### config.mk
export PLATFORM = sky130hd
export DESIGN_NAME = instr_encoder_flat
export DESIGN_NICKNAME = d
export VERILOG_FILES = /design/src/rtl/instr_encoder_pkg.sv /design/src/rtl/instr_encoder_if.sv /design/src/rtl/instr_encoder_pack.sv /design/src/rtl/instr_encoder.sv /design/src/flat_wrapper.sv
export SDC_FILE = /design/constraint.sdc
export NUM_CORES = 1
export LEC_CHECK = 0
export CAP_MARGIN = 15
export CORE_MARGIN = 4
export CORE_UTILIZATION = 49
export CTS_CLUSTER_DIAMETER = 50
export CTS_CLUSTER_SIZE = 28
export DETAILED_ROUTE_END_ITERATION = 10
export PLACE_DENSITY = 0.86
export SLEW_MARGIN = 25
export SYNTH_ARGS = -nofsm -noshare
export SYNTH_HDL_FRONTEND = slang
export SYNTH_HIERARCHICAL = 1
export SYNTH_SLANG_ARGS = --single-unit
### constraint.sdc
create_clock -name clk -period 3.7 [get_ports clk]
set_input_delay 1.11 -clock clk [delete_from_list [all_inputs] [get_ports clk]]
set_output_delay 1.11 -clock clk [all_outputs]
set_load 0.01 [all_outputs]
### src/rtl/instr_encoder_pkg.sv
// Shared definitions for the instruction encoder: op classes, supported
// data-processing commands, FSM state encoding and the address step.
package instr_encoder_pkg;

  localparam logic [1:0] OP_DP  = 2'b00;
  localparam logic [1:0] OP_MEM = 2'b01;
  localparam logic [1:0] OP_BR  = 2'b10;

  localparam logic [3:0] CMD_AND = 4'b0000;
  localparam logic [3:0] CMD_EOR = 4'b0001;
  localparam logic [3:0] CMD_SUB = 4'b0010;
  localparam logic [3:0] CMD_ADD = 4'b0100;
  localparam logic [3:0] CMD_ORR = 4'b1100;

  typedef enum logic [1:0] {
    S_IDLE  = 2'd0,
    S_READY = 2'd1,
    S_WRITE = 2'd2,
    S_FULL  = 2'd3
  } state_e;

  localparam logic [31:0] ADDR_STEP = 32'd4;

  function automatic logic is_dp_cmd(input logic [3:0] cmd);
    return cmd inside {CMD_AND, CMD_EOR, CMD_SUB, CMD_ADD, CMD_ORR};
  endfunction

endpackage

### src/rtl/instr_encoder_if.sv
// Control, field-input and memory-write bundle of the instruction encoder.
// The master side drives fields and memory ready; the slave side is the encoder.
interface instr_encoder_if;

  logic        start;
  logic [31:0] base_addr;
  logic [7:0]  max_words;

  logic        in_valid;
  logic        in_ready;
  logic [3:0]  in_cond;
  logic [1:0]  in_op;
  logic [5:0]  in_funct;
  logic [3:0]  in_rn;
  logic [3:0]  in_rd;
  logic [23:0] in_imm;

  logic        mem_we;
  logic [31:0] mem_addr;
  logic [31:0] mem_wdata;
  logic        mem_ready;

  logic        busy;
  logic        full;
  logic        err;
  logic [7:0]  word_count;
  logic [7:0]  err_count;

  modport master (
    output start, base_addr, max_words,
    output in_valid, in_cond, in_op, in_funct, in_rn, in_rd, in_imm,
    output mem_ready,
    input  in_ready, mem_we, mem_addr, mem_wdata,
    input  busy, full, err, word_count, err_count
  );

  modport slave (
    input  start, base_addr, max_words,
    input  in_valid, in_cond, in_op, in_funct, in_rn, in_rd, in_imm,
    input  mem_ready,
    output in_ready, mem_we, mem_addr, mem_wdata,
    output busy, full, err, word_count, err_count
  );

endinterface

### src/rtl/instr_encoder_pack.sv
// Combinational field packer: builds the 32-bit instruction word and flags
// whether the field combination is a supported instruction.
module instr_pack
  import instr_encoder_pkg::*;
(
  input  logic [3:0]  i_cond,
  input  logic [1:0]  i_op,
  input  logic [5:0]  i_funct,
  input  logic [3:0]  i_rn,
  input  logic [3:0]  i_rd,
  input  logic [23:0] i_imm,
  output logic [31:0] o_word,
  output logic        o_legal
);

  // NOTE: every output gets a default before the case so no latch is inferred.
  always_comb begin
    o_word  = {i_cond, i_op, i_funct, i_rn, i_rd, i_imm[11:0]};
    o_legal = 1'b0;
    case (i_op)
      OP_DP:  o_legal = is_dp_cmd(i_funct[4:1]);
      OP_MEM: o_legal = 1'b1;
      OP_BR: begin
        // Branches carry only the link/cond bits of funct and a 24-bit offset.
        o_word  = {i_cond, OP_BR, i_funct[5:4], i_imm};
        o_legal = i_funct[5];
      end
      default: o_legal = 1'b0;
    endcase
  end

endmodule

### src/rtl/instr_encoder.sv
// Instruction encoder: accepts decoded fields, packs them into words and
// writes them to consecutive instruction-memory addresses up to a word limit.
module instr_encoder
  import instr_encoder_pkg::*;
(
  input  logic           clk,
  input  logic           reset,
  instr_encoder_if.slave bus
);

  state_e      r_state;
  state_e      w_state_nxt;
  logic        r_in_ready;
  logic        r_busy;
  logic        r_full;
  logic        r_err;
  logic        r_mem_we;
  logic [31:0] r_mem_addr;
  logic [31:0] r_mem_wdata;
  logic [7:0]  r_word_count;
  logic [7:0]  r_err_count;
  logic [7:0]  r_max_words;

  logic [31:0] w_word;
  logic        w_legal;
  logic        w_accept;
  logic        w_wr_done;
  logic [7:0]  w_count_inc;

  instr_pack u_pack (
    .i_cond  (bus.in_cond),
    .i_op    (bus.in_op),
    .i_funct (bus.in_funct),
    .i_rn    (bus.in_rn),
    .i_rd    (bus.in_rd),
    .i_imm   (bus.in_imm),
    .o_word  (w_word),
    .o_legal (w_legal)
  );

  assign w_accept    = (r_state == S_READY) && bus.in_valid;
  assign w_wr_done   = (r_state == S_WRITE) && bus.mem_ready;
  assign w_count_inc = r_word_count + 8'd1;

  always_comb begin
    w_state_nxt = r_state;
    if (bus.start) begin
      w_state_nxt = (bus.max_words == 8'd0) ? S_FULL : S_READY;
    end else begin
      case (r_state)
        S_READY: if (w_accept && w_legal) w_state_nxt = S_WRITE;
        S_WRITE: if (w_wr_done)
                   w_state_nxt = (w_count_inc == r_max_words) ? S_FULL : S_READY;
        default: w_state_nxt = r_state;
      endcase
    end
  end

  // NOTE: sequential state uses non-blocking assignments only, so every
  // register samples the pre-edge values regardless of statement order.
  always_ff @(posedge clk or negedge reset) begin
    if (!reset) begin
      r_state      <= S_IDLE;
      r_in_ready   <= 1'b0;
      r_busy       <= 1'b0;
      r_full       <= 1'b0;
      r_err        <= 1'b0;
      r_mem_we     <= 1'b0;
      r_mem_addr   <= '0;
      r_mem_wdata  <= '0;
      r_word_count <= '0;
      r_err_count  <= '0;
      r_max_words  <= '0;
    end else begin
      r_state    <= w_state_nxt;
      r_in_ready <= (w_state_nxt == S_READY);
      r_busy     <= (w_state_nxt == S_READY) || (w_state_nxt == S_WRITE);
      r_full     <= (w_state_nxt == S_FULL);
      r_err      <= 1'b0;
      if (bus.start) begin
        // A restart abandons any write still waiting for mem_ready.
        r_mem_addr   <= bus.base_addr;
        r_max_words  <= bus.max_words;
        r_word_count <= '0;
        r_err_count  <= '0;
        r_mem_we     <= 1'b0;
      end else if (w_accept) begin
        if (w_legal) begin
          r_mem_wdata <= w_word;
          r_mem_we    <= 1'b1;
        end else begin
          r_err <= 1'b1;
          if (r_err_count != 8'hFF) r_err_count <= r_err_count + 8'd1;
        end
      end else if (w_wr_done) begin
        r_mem_we     <= 1'b0;
        r_word_count <= w_count_inc;
        r_mem_addr   <= r_mem_addr + ADDR_STEP;
      end
    end
  end

  assign bus.in_ready   = r_in_ready;
  assign bus.busy       = r_busy;
  assign bus.full       = r_full;
  assign bus.err        = r_err;
  assign bus.mem_we     = r_mem_we;
  assign bus.mem_addr   = r_mem_addr;
  assign bus.mem_wdata  = r_mem_wdata;
  assign bus.word_count = r_word_count;
  assign bus.err_count  = r_err_count;

endmodule
### src/flat_wrapper.sv
// flat-port wrapper written by rule: the top's interface ports become plain ports
module instr_encoder_flat import instr_encoder_pkg::*;
  (clk, reset, bus_start, bus_base_addr, bus_max_words, bus_in_valid, bus_in_cond, bus_in_op, bus_in_funct, bus_in_rn, bus_in_rd, bus_in_imm, bus_mem_ready, bus_in_ready, bus_mem_we, bus_mem_addr, bus_mem_wdata, bus_busy, bus_full, bus_err, bus_word_count, bus_err_count);
  instr_encoder_if bus_i ();
  input  logic clk;
  input  logic reset;
  input wire logic [$bits(bus_i.start)-1:0] bus_start;
  input wire logic [$bits(bus_i.base_addr)-1:0] bus_base_addr;
  input wire logic [$bits(bus_i.max_words)-1:0] bus_max_words;
  input wire logic [$bits(bus_i.in_valid)-1:0] bus_in_valid;
  input wire logic [$bits(bus_i.in_cond)-1:0] bus_in_cond;
  input wire logic [$bits(bus_i.in_op)-1:0] bus_in_op;
  input wire logic [$bits(bus_i.in_funct)-1:0] bus_in_funct;
  input wire logic [$bits(bus_i.in_rn)-1:0] bus_in_rn;
  input wire logic [$bits(bus_i.in_rd)-1:0] bus_in_rd;
  input wire logic [$bits(bus_i.in_imm)-1:0] bus_in_imm;
  input wire logic [$bits(bus_i.mem_ready)-1:0] bus_mem_ready;
  output wire logic [$bits(bus_i.in_ready)-1:0] bus_in_ready;
  output wire logic [$bits(bus_i.mem_we)-1:0] bus_mem_we;
  output wire logic [$bits(bus_i.mem_addr)-1:0] bus_mem_addr;
  output wire logic [$bits(bus_i.mem_wdata)-1:0] bus_mem_wdata;
  output wire logic [$bits(bus_i.busy)-1:0] bus_busy;
  output wire logic [$bits(bus_i.full)-1:0] bus_full;
  output wire logic [$bits(bus_i.err)-1:0] bus_err;
  output wire logic [$bits(bus_i.word_count)-1:0] bus_word_count;
  output wire logic [$bits(bus_i.err_count)-1:0] bus_err_count;
  assign bus_i.start = bus_start;
  assign bus_i.base_addr = bus_base_addr;
  assign bus_i.max_words = bus_max_words;
  assign bus_i.in_valid = bus_in_valid;
  assign bus_i.in_cond = bus_in_cond;
  assign bus_i.in_op = bus_in_op;
  assign bus_i.in_funct = bus_in_funct;
  assign bus_i.in_rn = bus_in_rn;
  assign bus_i.in_rd = bus_in_rd;
  assign bus_i.in_imm = bus_in_imm;
  assign bus_i.mem_ready = bus_mem_ready;
  assign bus_in_ready = bus_i.in_ready;
  assign bus_mem_we = bus_i.mem_we;
  assign bus_mem_addr = bus_i.mem_addr;
  assign bus_mem_wdata = bus_i.mem_wdata;
  assign bus_busy = bus_i.busy;
  assign bus_full = bus_i.full;
  assign bus_err = bus_i.err;
  assign bus_word_count = bus_i.word_count;
  assign bus_err_count = bus_i.err_count;
  instr_encoder u_core (.clk(clk), .reset(reset), .bus(bus_i));
endmodule
## Word-level counts from Yosys, hierarchy flattened

Cells that the tools add are included.

- Word-level logic and storage cells: 72
- Register bits after elaboration: 95
- Output and inout port bits: 85

- Reductions and logical operators: 16
- Add/subtract/negate cells: 3
- Bitwise operators: 1
- Mux-type cells: 25
- Equality and inequality tests: 16

Operators with widths:

| operator | number |
|---|---|
| $mux W32 | 3 |
| $mux W8 | 7 |
| $add A32 B3 Y32 const B | 1 |
| $mux W28 | 1 |
| $add A8 B1 Y8 const B | 2 |
| $mux W2 | 5 |
| $eq A2 B2 Y1 const B | 4 |
| $eq A8 B8 Y1 | 1 |
| $logic_not A8 Y1 | 1 |
| $ne A8 B8 Y1 const B | 1 |
| $mux W1 | 7 |
| $eq A2 B1 Y1 const B | 3 |
| $reduce_and A3 Y1 | 2 |
| $reduce_bool A2 Y1 | 3 |
| $reduce_bool A5 Y1 | 1 |
| $eq A4 B1 Y1 const B | 1 |
| $eq A4 B2 Y1 const B | 1 |
| $eq A4 B3 Y1 const B | 1 |
| $eq A4 B4 Y1 const B | 1 |
| $logic_not A4 Y1 | 1 |
| $ne A2 B2 Y1 const B | 2 |
| $pmux W2 S2 | 1 |
| $reduce_and A2 Y1 | 2 |
| $logic_and A1 B1 Y1 | 3 |
| other kinds (6) | 6 |

## Longest topological paths before layout

Gate-level depths: netlist (run 1).

- Depth after elaboration: 9
- Depth in mapped cells: 9

## Modules after synthesis

Netlist (run 1), hierarchy kept.

By module, submodules not included:

| module | sequential area each (µm²) | area each (µm²) | cells each | instances |
|---|---|---|---|---|
| instr_encoder | 2,377.3 | 4,655.7 | 438 | 1 |
| instr_pack | 0.0 | 376.6 | 39 | 1 |

## Worst setup path before layout (run 1)

Ideal clock, no wire load.

- Path kind: input -> register
- Start: input bus_in_funct[2]
- End: register u_core.r_busy (netlist: u_core/bus.busy)
- Cell stages on the path: 7
- Setup slack: 0.950 ns
- Arrival: 2.638 ns
- Library setup time: 0.113 ns
- Data required time: 3.587 ns
- Path through: or3b_1 -> a32oi_1 -> nand2_1 -> a211o_1 -> a21o_1 -> ha_1 -> inv_1

- Cells in the longest elaborated chain, start to end: 9

Ends and longest elaborated chain:

| what | RTL line | text |
|---|---|---|
| start: declaration | flat_wrapper.sv:13 | `input wire logic [$bits(bus_i.in_funct)-1:0] bus_in_funct;` |
| $eq A4 B1 Y1 (tied with other cells) | instr_encoder_pkg.sv:25 | `return cmd inside {CMD_AND, CMD_EOR, CMD_SUB, CMD_ADD, CMD_ORR};` |
| $reduce_bool A5 Y1 * | instr_encoder_pkg.sv:25 |  |
| $pmux W1 S3 * | instr_encoder_pack.sv:20 | `case (i_op)` |
| net u_core.w_legal | instr_encoder.sv:25 | `logic w_legal;` |
| $logic_and A1 B1 Y1 * | instr_encoder.sv:51 | `S_READY: if (w_accept && w_legal) w_state_nxt = S_WRITE;` |
| $mux W2 * | instr_encoder.sv:51 |  |
| $pmux W2 S2 * | instr_encoder.sv:50 | `case (r_state)` |
| $mux W2 * | instr_encoder.sv:47 | `if (bus.start) begin` |
| net u_core.w_state_nxt[0] | instr_encoder.sv:12 | `state_e w_state_nxt;` |
| $eq A2 B1 Y1 or $eq A2 B2 Y1 (tied branches) | instr_encoder.sv:77 | `r_busy <= (w_state_nxt == S_READY) \|\| (w_state_nxt == S_WRITE);` |
| $logic_or A1 B1 Y1 * | instr_encoder.sv:77 |  |
| end signal: assignment | instr_encoder.sv:77 |  |
| end: declaration | instr_encoder.sv:14 | `logic r_busy;` |

The timed path passes the listed nets; every way through them passes the cells marked *.
A chain may end at the register's enable or synchronous reset.

## Worst setup path in the final report (run 1)

- Start: input bus_in_funct[3]
- End: register u_core.r_busy (netlist: u_core/bus.busy)

- Cells in the longest elaborated chain, start to end: 9

Ends and longest elaborated chain:

| what | RTL line |
|---|---|
| $eq A4 B1 Y1 (tied with other cells) | instr_encoder_pkg.sv:25 |
| $reduce_bool A5 Y1 * | instr_encoder_pkg.sv:25 |
| $pmux W1 S3 * | instr_encoder_pack.sv:20 |
| net u_core.w_legal | instr_encoder.sv:25 |
| $logic_and A1 B1 Y1 * | instr_encoder.sv:51 |
| $mux W2 * | instr_encoder.sv:51 |
| $pmux W2 S2 * | instr_encoder.sv:50 |
| $mux W2 * | instr_encoder.sv:47 |
| $eq A2 B1 Y1 or $eq A2 B2 Y1 (tied branches) | instr_encoder.sv:77 |
| $logic_or A1 B1 Y1 * | instr_encoder.sv:77 |

Marks and branches as above.

==> flow_metrics.tcl, run 1 <==
set metrics [dict create \
    cp_slowest_cell "clkdlybuf4s50_1" \
    ant_nets 0 \
    clock_skew_ns 0.00685 \
    tritoncts "done" \
    worstSetupPathType "in -> reg" \
    hold_class "reg -> reg" \
    hold_buffers 0 \
    synthArstFlopShare 1.00 \
    yosysTopAreaCell "dfrtp_1" \
    insertion_delay_ns 0.35 \
    syn-num-nets 573 \
    cts_num_sinks 95 \
    yosysSeqAreaShare 0.472 \
    path_cells "clkdlybuf4s50_1 -> or3b_1 -> a32oi_1 -> buf_4 -> a31oi_1 -> o21ai_0 -> a21oi_1 -> ha_1 -> inv_1" \
    cts_resized 0 \
    tightest_slew_ns 0.560 \
    timing.final.crit_share 0.829 \
    pwr-share-comb 0.344 \
    critPathLaunchType "input pin" \
    rows 36 \
    crit_required_ns 3.96 \
    setup_tns_ns 0 \
    clkPwrFrac 0.220 \
    finalHoldViolCount 0 \
    drt_iter0_markers 266 \
    finalNetCount 725 \
    die_w_um 109 \
    grt_pass1_wl_mm 20.4 \
    seq_power_share 0.436 \
    post_cts_buffers 0 \
    swShare 0.285 \
    worstPathArrival_ns 3.32 \
    place_congestion 0.848 \
    yosys.cell_count.top_type "dfrtp_1" \
    finalWorstSetupSlack_ns 0.634 \
    cts_buffers 9 \
    syn_avg_cell_area_um2 10.5 \
    yosys-top-cells-count "dfrtp_1 (95), nand2_1 (54), mux2_2 (46), xnor2_1 (33), nor2_1 (24)" \
    start_util 0.508 \
    maxSlewViolCount 0 \
    ir_worst_vdd_mv 0.383 \
    grt_max_degree 57 \
    max_slew_margin 0.626 \
    yosysUniqueCellTypes 53 \
    cts-root-buf "clkbuf_8" \
    htreeDepth 3 \
    wl_per_cell_um 16.6 \
    ys.flop_type "dfrtp_1" \
    hpwl_mm 9.75 \
    yosys-top-cells-area "dfrtp_1 (47%), mux2_2 (10%), xnor2_1 (5.7%), nand2_1 (4.0%), mux2_4 (3.0%)" \
    ios 174 \
    fin_util 0.703 \
    total_power_mw 3.30 \
    core_area_um2 9910 \
    clockBufferDepth 2 \
    drt-pass1-iter-count 4 \
    io_buffers 173 \
    synth_top_area_share 0.472 \
    setup_viol 0 \
    critPathMaxFanout 4 \
    die_h_um 109 \
    track_usage 0.218 \
    endpoint_kind "register" \
    fin_crit_ns 3.07 \
    routed_wl_mm 12.7 \
    grt_pass1_vias 4172 \
    p_per_area_nw_per_um2 475 \
    p_leak_nw 2.82 \
    diodes 0 \
    run_status "finished, final reports clean" \
    max_freq_mhz 326 \
    vias 4093 \
    via_per_inst 5.34 \
    synth_edf_count 0 \
    place_ws_ns 0.284 \
    die_area_um2 12000 \
    synthesis.area_um2 5030 \
    clkTransAtPathRegs_ns 0.09 \
    n_fill_cell 738 \
    drv_cap 0 \
    area_growth_pct 38.3 \
    rsz0062_at_grt "false" \
    syn_inst 477 \
    ys_seq_elements 95 \
    p_switching_mw 0.942 \
    drc 0 \
    p_int_mw 2.36 \
    overflow 0 \
    timing.critical_path.slowest_cell_delay_ns 0.51 \
    drive_gt1_frac 0.148 \
    ys_warn_count 6 \
    antenna_found_initial 0 \
]
sequential cells by signal, indices dropped and copies added (netlist names), 2 cells and up:
signal                 flops
u_core/bus.word_count      8
u_core/r_max_words         8
u_core/bus.mem_addr       32
u_core/bus.err_count       8
u_core/bus.mem_wdata      32
u_core/r_state             2
area by class of cell:
class	count	area, um^2	area share
Clock buffer	12	135	0.0194
Clock inverter	4	70.1	0.0101
Inverter	9	33.8	0.00485
Multi-Input combinational cell	333	2380	0.342
Sequential cell	95	2380	0.341
Tap cell	133	166	0.0239
Timing Repair Buffer	181	1800	0.258
metal layers:
metal / wire, um / vias to the layer above / track usage
met2: 6330 / 174 / 0.361
met5: 0 / - / 0
met4: 248 / 0 / 0.0873
li1: - / 1942 / -
met3: 1110 / 20 / 0.0546
met1: 5050 / 1957 / 0.272
final timing paths:
| check | from | cells past startpoint | slack, ns | end |
|---|---|---|---|---|
| max | bus_in_funct[3] | 9 | 0.63 | u_core/bus.busy$_DFF_PN0_ |
| max reg2reg | u_core/bus.word_count[0]$_DFFE_PN0P_ | 7 | 1.56 | u_core/bus.busy$_DFF_PN0_ |
| min reg2reg | u_core/bus.mem_wdata[18]$_DFFE_PN0P_ | 1 | 0.51 | u_core/bus.mem_wdata[18]$_DFFE_PN0P_ |
| min in group asynchronous | reset | 1 | 0.74 | u_core/r_max_words[6]$_DFFE_PN0P_ |
| min | u_core/bus.mem_wdata[18]$_DFFE_PN0P_ | 1 | 0.51 | u_core/bus.mem_wdata[18]$_DFFE_PN0P_ |
| max in group asynchronous | reset | 2 | 2.29 | u_core/bus.mem_addr[6]$_DFFE_PN0P_ |
metrics by stage:
step           hold WS [ns]  cell area, um^2  std cells
2_1_floorplan         0.496             5030        477
3_3_place_gp          0.487             6760        751
3_5_place_dp          0.493             6760        751
4_1_cts               0.512             6960        767
5_1_grt               0.533             6960        767
6_report              0.509             6960        767
cells by family (layout without fill, tap and decap cells):
kind of cell	count (synthesis)	after routing	synth area share
flops	95	95	0.472
xor+xnor	48	48	0.0835
mux	59	59	0.139
compound gates	55	55	0.0637
fa+ha+maj	7	7	0.0174
buf+inv	49	206	0.0542
simple gates	164	164	0.170
cell usage in the layout, fill, tap and decap left out, types with 10 or more instances in the layout:
cell	netlist	layout
clkdlybuf4s50_1	0	171
dfrtp_1	95	95
nand2_1	54	54
mux2_2	46	46
xnor2_1	33	33
nor2_1	24	24
o21ai_1	19	19
o21ai_0	16	16
nor3_1	16	16
nand3_1	16	16
xor2_1	15	15
nor4_1	11	11
mux2_4	10	10
critical path: cells and delay by family:
family | cells | cell delay [ns]
compound gates | 4 | 0.78
fa+ha+maj | 1 | 0.30
buf+inv | 3 | 0.75
simple gates | 1 | 0.39
power by group through the flow:
stage | clock network [mW] | logic, mW | registers (mW)
after floorplan | 0 | 0.379 | 1.54
after global placement | 0 | 1.12 | 1.44
after detailed placement | 0 | 1.15 | 1.46
after CTS | 0.749 | 1.16 | 1.44
after global routing | 0.794 | 1.23 | 1.47
final | 0.726 | 1.14 | 1.44
(Power assumes the default switching activity.)
==> inputs of run 2 (changes only) <==
CORE_UTILIZATION = 41   (was 49)
PLACE_DENSITY = 0.76   (was 0.86)
clock period = 2.6 ns   (was 3.7 ns; I/O delays follow)
==> flow_metrics.tcl, run 2 (same netlist as run 1, synthesis figures left out) <==
set metrics [dict create \
    worstPathArrival_ns 2.73 \
    htreeDepth 3 \
    dp_cells 776 \
    cp_slowest_cell "clkdlybuf4s50_1" \
    ir_worst_vdd_mv 0.657 \
    swShare 0.288 \
    track_usage 0.185 \
    setup_viol 0 \
    maxSlewViolCount 0 \
    worstSetupPathType "in -> reg" \
    timing.final.crit_share 0.946 \
    antenna_found_initial 0 \
    clock_skew_ns 0.00561 \
    die_area_um2 14100 \
    grt_pass1_wl_mm 21.3 \
    p_per_area_nw_per_um2 688 \
    ios 174 \
    hold_class "in -> async" \
    area_growth_pct 43.1 \
    layout_commonest_cell "clkdlybuf4s50_1" \
    vias 4171 \
    path_buf_inv 3 \
    routed_wl_mm 12.8 \
    cp_common_cell "buf_4" \
    timing.critical_path.slowest_cell_delay_ns 0.46 \
    finalHoldViolCount 0 \
    insertion_delay_ns 0.34 \
    hpwl_mm 9.64 \
    layout_common_cells "clkdlybuf4s50_1 (168), dfrtp_1 (95), nand2_1 (54), mux2_2 (46), xnor2_1 (33)" \
    die_h_um 119 \
    drive_gt1_frac 0.172 \
    clockBufferDepth 2 \
    drt_iter0_markers 408 \
    total_power_mw 4.95 \
    drv_cap 0 \
    cts_buffers 9 \
    wl_per_cell_um 16.2 \
    grt_pass1_vias 4346 \
    p_int_mw 3.53 \
    run_status "finished, final reports clean" \
    cpLargestDelayFamily "simple AND/OR/NAND/NOR gates" \
    critPathLaunchType "input pin" \
    setup_tns_ns 0 \
    tritoncts "done" \
    drc 0 \
    rsz0062_at_grt "false" \
    fin_area_um2 7200 \
    grt_max_degree 62 \
    pwr-share-comb 0.335 \
    start_util 0.419 \
    cts-root-buf "clkbuf_16" \
    crit_required_ns 2.86 \
    rows 40 \
    path_cells "clkdlybuf4s50_1 -> nor2_1 -> a32oi_2 -> buf_4 -> buf_4 -> and3b_1 -> o211ai_1 -> or3_1 -> a21oi_1" \
    clkTransAtPathRegs_ns 0.07 \
    clkPwrFrac 0.253 \
    place_area_um2 6890 \
    core_area_um2 12000 \
    diodes 0 \
    fin_crit_ns 2.46 \
    die_w_um 119 \
    io_buffers 173 \
    max_slew_margin 0.580 \
    endpoint_kind "register" \
    place_congestion 0.845 \
    tightest_slew_ns 0.629 \
    overflow 0 \
    cts_num_sinks 95 \
    drt-pass1-iter-count 5 \
    critPathMaxFanout 4 \
    hold_ws_ns 0.453 \
    p_leak_nw 2.95 \
    finalNetCount 737 \
    p_switching_mw 1.42 \
    max_freq_mhz 406 \
    instances_no_fill 793 \
    ant_nets 0 \
    seq_power_share 0.412 \
    via_per_inst 5.26 \
]
## run 2: changes by cell type in the layout (fill, tap and decap cells not counted), sizes merged
cell and change:
buf +12, bufinv -2, clkbuf -2, clkdlybuf4s50 -3, clkinv +1, clkinvlp +1
dlymetal6s2s +3, inv +2
## run 2: power groups by stage
stage	clock network, mW	registers (mW)	logic [mW]
after floorplan	0	2.19	0.539
after global placement	0	2.04	1.63
after detailed placement	0	2.07	1.66
after CTS	1.29	2.04	1.68
after global routing	1.34	2.09	1.79
final	1.25	2.04	1.66
## run 2: what timing repair did
item / 4_1_cts / 5_1_grt
endpoints found under the setup margin: 1 / 5
buffers inserted: 0 / 1
gates cloned: 0 / 0
pin swaps: 2 / 2
resized for setup: 1 / 6
hold buffers: 0 / 0
## run 2: routing by layer
| layer | track usage | vias up | part of all wire |
|---|---|---|---|
| li1 | - | 1979 | - |
| met1 | 0.228 | 2021 | 0.42 |
| met2 | 0.305 | 149 | 0.49 |
| met3 | 0.0579 | 22 | 0.076 |
| met4 | 0.0681 | 0 | 0.019 |
| met5 | 0 | - | 0 |
## run 2: path summary, 6_finish.rpt
check | start | to | slack [ns] | cells past startpoint
worst max-delay path | bus_in_op[1] | u_core/bus.err_count[5]$_DFFE_PN0P_ | 0.14 | 9
worst min-delay path | reset | u_core/bus.err_count[5]$_DFFE_PN0P_ | 0.45 | 1
worst max register to register | u_core/bus.word_count[2]$_DFFE_PN0P_ | u_core/bus.busy$_DFF_PN0_ | 0.45 | 7
worst min register to register | u_core/bus.mem_wdata[9]$_DFFE_PN0P_ | u_core/bus.mem_wdata[9]$_DFFE_PN0P_ | 0.50 | 1
max in group asynchronous | reset | u_core/bus.mem_wdata[18]$_DFFE_PN0P_ | 1.45 | 2
min in group clk | u_core/bus.mem_wdata[9]$_DFFE_PN0P_ | u_core/bus.mem_wdata[9]$_DFFE_PN0P_ | 0.50 | 1
## run 2: cell type report
type | instances | area [um^2]
Fill cell | 991 | 4810
Multi-Input combinational cell | 333 | 2390
Sequential cell | 95 | 2380
Timing Repair Buffer | 193 | 1930
Clock buffer | 10 | 239
Tap cell | 147 | 184
Clock inverter | 6 | 43.8
Inverter | 9 | 33.8
## run 2: through the flow
stage,setup slack (ns),util
4_1_cts,0.0168,0.598
3_3_place_gp,-0.306,0.574
6_report,0.139,0.600
2_1_floorplan,0.180,-
5_1_grt,0.0329,0.600
3_5_place_dp,-0.410,0.574
==> inputs of run 3 (changes only) <==
CORE_ASPECT_RATIO = 0.8   (was unset)
==> flow_metrics.tcl, run 3 (same netlist as run 1, synthesis figures left out) <==
set metrics [dict create \
    ant_nets 0 \
    drt_iter0_markers 165 \
    insertion_delay_ns 0.34 \
    layout_common_cells "clkdlybuf4s50_1 (168), dfrtp_1 (95), nand2_1 (54), mux2_2 (46), xnor2_1 (33)" \
    tritoncts "done" \
    drt-pass1-iter-count 4 \
    ff2ff_path_depth 7 \
    routed_wl_mm 13.1 \
    n_fill_cell 936 \
    critPathLaunchType "input pin" \
    r2r_setup_slack_ns 0.51 \
    layout_commonest_cell "clkdlybuf4s50_1" \
    swShare 0.286 \
    path_cells "clkdlybuf4s50_1 -> a211o_1 -> a32oi_2 -> buf_4 -> and3b_2 -> o211ai_1 -> nor2_1 -> xnor2_1 -> nor2_1" \
    core_area_um2 11700 \
    ios 174 \
    use_met3 0.0858 \
    fin_area_um2 7210 \
    io_buffers 173 \
    setup_viol 0 \
    worstSetupPathType "in -> reg" \
    vias 4122 \
    max_freq_mhz 404 \
    die_w_um 132 \
    ir_worst_vdd_mv 0.514 \
    hold_class "in -> async" \
    run_status "finished, final reports clean" \
    cp-startpoint "bus_in_funct[4]" \
    max_slew_margin 0.616 \
    p_int_mw 3.55 \
    seq_power_share 0.414 \
    cts_buffers 9 \
    grt_use_met1 0.228 \
    cp_slowest_cell "clkdlybuf4s50_1" \
    area_growth_pct 43.3 \
    via_per_inst 5.18 \
    p_switching_mw 1.42 \
    finalNetCount 740 \
    antenna_found_initial 0 \
    start_util 0.429 \
    hold_buffers 0 \
    cts-root-buf "clkbuf_16" \
    cp_common_cell "nor2_1" \
    rows 35 \
    grt-busiest-layer "met2" \
    hpwl_mm 9.83 \
    timing.final.crit_share 0.951 \
    die_area_um2 14100 \
    p_per_area_nw_per_um2 689 \
    clkPwrFrac 0.250 \
    fin_crit_ns 2.47 \
    final-seq-area_um2 2380 \
    grt_pass1_vias 4367 \
    maxSlewViolCount 0 \
    crit_required_ns 2.82 \
    clkTransAtPathRegs_ns 0.07 \
    grt_pass1_wl_mm 21.3 \
    setup_tns_ns 0 \
    grt_max_degree 48 \
    pwr-share-comb 0.335 \
    place_area_um2 6910 \
    clock_skew_ns 0.00609 \
    p_leak_nw 2.96 \
    critPathMaxFanout 4 \
    endpoint_kind "register" \
    tightest_slew_ns 0.576 \
    instances_no_fill 796 \
    reg2reg_from "u_core/bus.word_count[0]$_DFFE_PN0P_" \
    drc 0 \
    overflow 0 \
    drv_cap 0 \
    multi_input_area_um2 2400 \
    drive_gt1_frac 0.174 \
    clockBufferDepth 2 \
    met2_usage 0.299 \
    wl_per_cell_um 16.5 \
    die_h_um 107 \
    worstPathArrival_ns 2.70 \
    rsz0062_at_grt "false" \
    reg2reg_to "u_core/bus.busy$_DFF_PN0_" \
    htreeDepth 3 \
    fin_util 0.615 \
    dp_cells 781 \
    place_congestion 0.850 \
    cts_num_sinks 95 \
    track_usage 0.188 \
    finalHoldViolCount 0 \
    timing.critical_path.slowest_cell_delay_ns 0.44 \
    diodes 0 \
]
[run 3: changes by cell type in the layout (fill, tap and decap cells not counted), sizes merged]
cell	change
buf	+3
clkbuf	+3
clkinv	-2
inv	-2
[run 3: stage by stage]
stage                     worst slack (ns)  hold WS, ns  total power [mW]
after detailed placement            -0.373        0.493              3.74
final                                0.127        0.439              4.97
after CTS                           0.0188        0.455              5.03
after global routing                0.0315        0.473              5.24
after floorplan                      0.180        0.484              2.73
after global placement              -0.362        0.488              3.69
[run 3: what timing repair did]
item                                    CTS  global route
endpoints found under the hold margin     0             0
pin swaps                                 2             6
buffers inserted                          0             1
endpoints found under the setup margin    1             8
gates resized for setup                   0            10
[run 3: how the worst max path moves through the flow]
stage	endpoint	slack (ns)	depth (start not counted)
6_report	u_core/bus.err_count[7]$_DFFE_PN0P_	0.13	9
5_1_grt	u_core/bus.err_count[7]$_DFFE_PN0P_	0.03	9
4_1_cts	u_core/bus.busy$_DFF_PN0_	0.02	10
3_5_place_dp	u_core/bus.busy$_DFF_PN0_	-0.37	9
3_3_place_gp	u_core/bus.busy$_DFF_PN0_	-0.36	9
2_1_floorplan	u_core/bus.busy$_DFF_PN0_	0.18	7
[run 3: area by class of cell]
class,count,area share
clock buffers,13,0.0361
clock inverters,2,0.00225
inverters,9,0.00468
multi-input cells,333,0.333
flip-flops and latches,95,0.330
well taps,148,0.0257
repair buffers,196,0.269
[run 3: worst max-delay path, delay by kind of cell]
kind / cells / cell delay, ns
buf+inv: 2 / 0.61
simple gates: 3 / 0.39
xor+xnor: 1 / 0.16
compound gates: 3 / 0.74
[run 3: power by group through the flow]
stage	Sequential [mW]	Clock (mW)	Combinational, mW
2_1_floorplan	2.19	0	0.539
6_report	2.06	1.24	1.67
4_1_cts	2.06	1.29	1.68
3_3_place_gp	2.05	0	1.65
3_5_place_dp	2.07	0	1.67
5_1_grt	2.10	1.34	1.80
[run 3: metal layers]
layer	vias to the layer above	part of all wire	wire length (um)
met5	-	0	0
met4	0	0.018	232
met3	22	0.10	1360
met2	172	0.45	5900
met1	1954	0.43	5620
li1	1974	-	-
